$ cat src/rtl/sat_counter.sv
// rtl/sat_counter.sv - saturating event counter; clear wins but a same-cycle event still counts
module sat_counter #(
   parameter int WIDTH = 16
) (
   input  logic             clk,
   input  logic             rst,
   input  logic             clr,
   input  logic             inc,
   output logic [WIDTH-1:0] count
);

   always_ff @(posedge clk) begin
      if (!rst) begin
         count <= '0;
      end else if (clr) begin
         count <= WIDTH'(inc);
      end else if (inc && (count != '1)) begin
         count <= count + WIDTH'(1);
      end
   end

endmodule

$ cat config.mk
export PLATFORM = sky130hd
export DESIGN_NAME = sat_counter
export DESIGN_NICKNAME = d
export VERILOG_FILES = /design/src/rtl/sat_counter.sv
export SDC_FILE = /design/constraint.sdc
export NUM_CORES = 1
export LEC_CHECK = 0
export ABC_AREA = 0
export CORE_MARGIN = 1
export CORE_UTILIZATION = 45
export DETAILED_ROUTE_END_ITERATION = 8
export PLACE_DENSITY = 0.76
export SLEW_MARGIN = 20
export SYNTH_ARGS = -nofsm -noshare
export SYNTH_HDL_FRONTEND = slang
export SYNTH_SLANG_ARGS = --single-unit
export TNS_END_PERCENT = 1
$ cat constraint.sdc
create_clock -name clk -period 2.8 [get_ports clk]
set_input_delay 0.56 -clock clk [delete_from_list [all_inputs] [get_ports clk]]
set_output_delay 0.56 -clock clk [all_outputs]
set_load 0.01 [all_outputs]
==> metrics.cfg, run 1 <==
[outcome]
outcome = complete, no violations

[sta]
setup_viol_count_final = 0
rsz0062_at_grt = false
finalMaxSlewViolations = 0
max-slew-margin-rel_pct = 63.6
post-route-period-util_pct = 73.6
period_minus_slack_ns = 2.06
fmax_ghz = 0.485
worst_pin_slew_ns = 0.541
fin_setup_tns_ns = 0
clock_skew_ns = 0.00385
final-hold-violation-count = 0

[cts]
cts.path.max_buffers = 2
cts_buffers = 3
cts.htree.levels = 1
root_buffer = clkbuf_4
postCtsHoldBufs = 0
post_cts_buffers = 0
ctsResizeCount = 0
tritoncts = built
clk_pin_slew_ns = 0.09
clkSinkCount = 16
worstSkewPairLatency_ns = 0.29

[power_and_ir_drop]
leakage_nw = 0.320
powerDensity_nw_per_um2 = 380
peakVddDrop_v = 0.000353
total_power_w = 0.000408

[place]
port_buffers = 19
post_dp_cell_area_sq_um = 1040
hpwl_mm = 1.43
gp_congestion = 0.812
dp.cells = 141

[synth]
synth.distinct_cells = 37
synth_top_area_cell = dfxtp_1
synth-main-ff-cell = dfxtp_1
synth_area_per_cell_sq_um = 8.34
synthTopCellsByCount = dfxtp_1, nand2_1, a31oi_1
synth-async-reset-ratio_pct = 0
netlist_instances = 99
synth_area_leaders = dfxtp_1, a31oi_1, nand3_1
synth_seq_cells = 16
seq_area_frac_synth_pct = 38.8
synth_top_area_share_pct = 38.8
syn-num-nets = 104
syn-cell-area_sq_um = 826
yosysMostFrequentCell = dfxtp_1
synth-warning-count = 0
synth-edff-count = 0

[worst_setup_path]
startpoint_type = primary input
reg2reg_depth = 4
path_class = in -> reg
rrSetupSlack_ns = 1.06
cp_slowest_cell = clkdlybuf4s50_1
crit_chain = clkdlybuf4s50_1 -> nand3_1 -> or2_1 -> or4_1 -> a21oi_1
critPathMaxFanout = 10
timing.rr.start = count[12]
crit_path_end_kind = flop
max_stage_delay_ns = 0.64
critPathRequiredTime_ns = 3.02
critical_path_arrival_ns = 2.28
rr_endpoint = count[0]

[layout]
reg_top3 = count: 16 flops
n_fill_cell = 167
fin_util_pct = 62.2
final_cell_area_sq_um = 1070
nNetsFinal = 126
instances_no_fill = 145
top_register = count
post_route_cells_drive_above_1_share_pct = 6.67
layout-area-overhead-vs-synth_pct = 30.2
num_antenna_cells = 0
largest_reg_flops = 16

[global_route]
grt_pass1_vias = 717
grt_max_degree = 13
grt_use_total_pct = 19.3
grt-ovfl-total = 0
grt_first_pass_wirelength_mm = 2.86
antenna_found_initial = 0

[detailed_routing]
postRouteAntennaNets = 0
drtPass1Iterations = 4
num_vias = 855
drt_wl_total_mm = 1.90
wl_per_cell_microns = 13.1
drcViolationCount = 0
drt_iter0_markers = 26
drt-vias-per-instance = 5.90

[run]
cap_violations = 0

[min_path]
min_from = count[6]
whs_endpoint = count[6]
min_path_type = reg -> reg
hold_depth = 1

[floorplan]
ioPinCount = 20
die_area_sq_um = 2010
rows = 15
core_area_sq_um = 1730
die_h_microns = 44.8
die_w_microns = 44.8
start_util_pct = 47.8

==> metal layers <==
layer	routed length (microns)	part of all wire (%)	global-route usage [%]
met1	881	46	23.3
met2	905	48	32.9
met3	97	5.1	6.00
met4	10	0.53	5.45
met5	0	0	0
==> worst max-delay path by stage <==
stage,startpoint,end,slack [ns],depth (start not counted)
floorplan,inc,count[9],1.05,5
global placement,inc,count[9],0.51,5
detailed placement,inc,count[9],0.44,5
CTS,inc,count[9],0.74,5
global route,inc,count[9],0.62,5
finish,inc,count[9],0.74,5
==> power breakdown <==
group	internal (W)	leakage (nW)	switching, W
combinational	0.0000112	0.170	0.0000123
clock	0.0000792	0.0210	0.0000731
sequential	0.000229	0.129	0.00000286
total	0.000320	0.320	0.0000883
==> critical path: cells and delay by family <==
kind | cells | cell delay (ns)
compound gates | 1 | 0.15
buf+inv | 1 | 0.64
simple gates | 3 | 0.93
==> through the flow <==
step,setup slack (ns),hold slack (ns)
floorplan,1.05,0.510
global placement,0.512,0.488
detailed placement,0.438,0.493
CTS,0.736,0.516
global route,0.624,0.550
finish,0.738,0.520
==> layout make-up <==
type | instances | area (sq um) | area share [%]
Clock buffer | 4 | 36.3 | 3.38
Sequential cell | 16 | 320 | 29.8
Timing Repair Buffer | 19 | 190 | 17.7
Multi-Input combinational cell | 78 | 485 | 45.2
Inverter | 3 | 11.3 | 1.05
Tap cell | 25 | 31.3 | 2.91
==> placed cells by master, fill, tap and decap left out, drive strengths merged, types with 2 or more instances in the layout <==
cell,instances
clkdlybuf4s50,19
dfxtp,16
nand2,8
a31oi,7
nand3,7
o21ai,7
nor2,6
a21oi,5
nand4,5
clkbuf,4
inv,3
nor3,3
and3,3
a211oi,3
o311ai,3
nor4,3
o41ai,2
or3,2
or4,2
or2,2
==> kinds of logic after synthesis <==
logic type / synth area share [%]
DFF: 38.8
AOI/OAI and AO/OA: 23.5
adders and majority gates: 1.51
muxes: 1.36
buffers and inverters: 2.42
and+or+nand+nor: 32.4
No activity file was read; power rests on OpenSTA's default activity.
==> run 2, diff against run 1 <==
- CORE_UTILIZATION: 45 -> 43
- clock period: 2.8 -> 1.8 ns (I/O delays scaled with it)
==> run 2 against run 1 <==
  * Global-route usage grew 3.7 points
  * Worst setup slack lost 0.63 ns
  * Non-clock buffer count grew 15
  * Sequential power grew 55%
  * Final cell count grew 10%
  * Die area grew 4.4%
  * Critical endpoint is now count[2]
  * Largest power group unchanged
  * Highest routed layer unchanged
==> metrics.cfg, run 2 (synthesis results as in run 1) <==
[run]
cap_violations = 0

[sta]
period_minus_slack_ns = 1.69
max-slew-margin-rel_pct = 73.8
clock_skew_ns = 0.00403
finalMaxSlewViolations = 0
fmax_ghz = 0.591
final-hold-violation-count = 0
fin_setup_tns_ns = 0
post-route-period-util_pct = 94.0
fin_ws_ns = 0.108
worst_pin_slew_ns = 0.390
setup_viol_count_final = 0

[layout]
final_cell_mix = clkdlybuf4s50_1, dfxtp_1, buf_4
post_route_cells_drive_above_1_share_pct = 18.5
largest_reg_flops = 16
reg_top3 = count: 16 flops
final_common_cell = clkdlybuf4s50_1
layout-area-overhead-vs-synth_pct = 44.5
num_antenna_cells = 0
fin_util_pct = 67.7
nNetsFinal = 141
top_register = count

[floorplan]
start_util_pct = 46.8
ioPinCount = 20
die_h_microns = 45.8
rows = 15
die_area_sq_um = 2100
die_w_microns = 45.8
core_area_sq_um = 1760

[worst_setup_path]
critPathRequiredTime_ns = 1.44
cp-startpoint = count[2]
crit_path_end_kind = output port
reg2reg_depth = 5
path_class = reg -> out
startpoint_type = flop
critPathMaxFanout = 5
critical_path_arrival_ns = 1.33
rrSetupSlack_ns = 0.14
rr_endpoint = count[13]
timing.rr.start = count[1]
crit_end = count[2]

[detailed_routing]
drcViolationCount = 0
drtPass1Iterations = 4
drt_iter0_markers = 37
wl_per_cell_microns = 13.2
num_vias = 925
postRouteAntennaNets = 0
drt-vias-per-instance = 5.78
drt_wl_total_mm = 2.11

[place]
gp_congestion = 0.780
hpwl_mm = 1.59
port_buffers = 19
dp_slack_ns = -0.156

[cts]
cts_buffers = 3
cts.path.max_buffers = 2
tritoncts = built
postCtsHoldBufs = 0
worstSkewPairLatency_ns = 0.29
clkSinkCount = 16
root_buffer = clkbuf_4
cts.htree.levels = 1
clk_pin_slew_ns = 0.10

[power_and_ir_drop]
peakVddDrop_v = 0.000481
powerDensity_nw_per_um2 = 544
leakage_nw = 0.395

[global_route]
grt_first_pass_wirelength_mm = 3.46
grt_use_total_pct = 23.0
grt_pass1_vias = 821
grt-ovfl-total = 0
antenna_found_initial = 0
grt_max_degree = 10

[outcome]
outcome = complete, no violations

[min_path]
min_path_type = reg -> reg

-- run 2: cell type report --
| type | instances | area [sq um] |
|---|---|---|
| clock buffer | 4 | 36.3 |
| fill | 168 | 571 |
| inverter | 3 | 11.3 |
| multi-input combinational | 78 | 490 |
| sequential | 16 | 322 |
| tap | 25 | 31.3 |
| timing repair buffer | 34 | 303 |
-- run 2: per-layer routing --
layer  share of wire (%)  GRT usage, %
met5                   0             0
met4                 1.6          8.82
met3                 4.8          5.95
met2                  49          38.6
met1                  44          28.0
-- run 2: power by group --
group	switching, W	internal [W]	leakage [nW]
Combinational	0.0000235	0.0000248	0.244
Clock	0.000118	0.000123	0.0210
Sequential	0.00000224	0.000357	0.130
Total	0.000144	0.000505	0.395
-- run 2: worst min path at each step --
stage / start / to / slack [ns] / cells past startpoint
final: count[6] / count[6] / 0.52 / 1
after detailed placement: count[6] / count[6] / 0.51 / 1
after global routing: count[6] / count[6] / 0.56 / 1
after global placement: count[6] / count[6] / 0.49 / 1
after floorplan: clr / count[0] / 0.51 / 2
after CTS: count[6] / count[6] / 0.53 / 1
-- run 2: what timing repair did --
action / 4_1_cts / 5_1_grt
setup buffers: 0 / 0
endpoints found under the hold margin: 0 / 0
gates resized for setup: 0 / 2
endpoints found under the setup margin: 0 / 2
-- run 2: metrics by stage --
stage | power (W) | instance area [sq um] | hold WS, ns | std cells
after floorplan | 0.000388 | 826 | 0.508 | 99
after global placement | 0.000414 | 1150 | 0.494 | 156
after detailed placement | 0.000415 | 1150 | 0.507 | 156
after CTS | 0.000655 | 1190 | 0.530 | 160
after global routing | 0.000675 | 1190 | 0.556 | 160
final | 0.000649 | 1190 | 0.524 | 160
-- run 2: critical path: stages (launching register included) --
cell and delay, ns:
dfxtp_2 0.38, buf_4 0.13, clkdlybuf4s50_1 0.52
==> run 3, diff against run 2 <==
- SKIP_CTS_REPAIR_TIMING: unset -> 1
==> results of run 3 <==
Same layout as run 2: the final DEF is identical, and so are final timing and power.
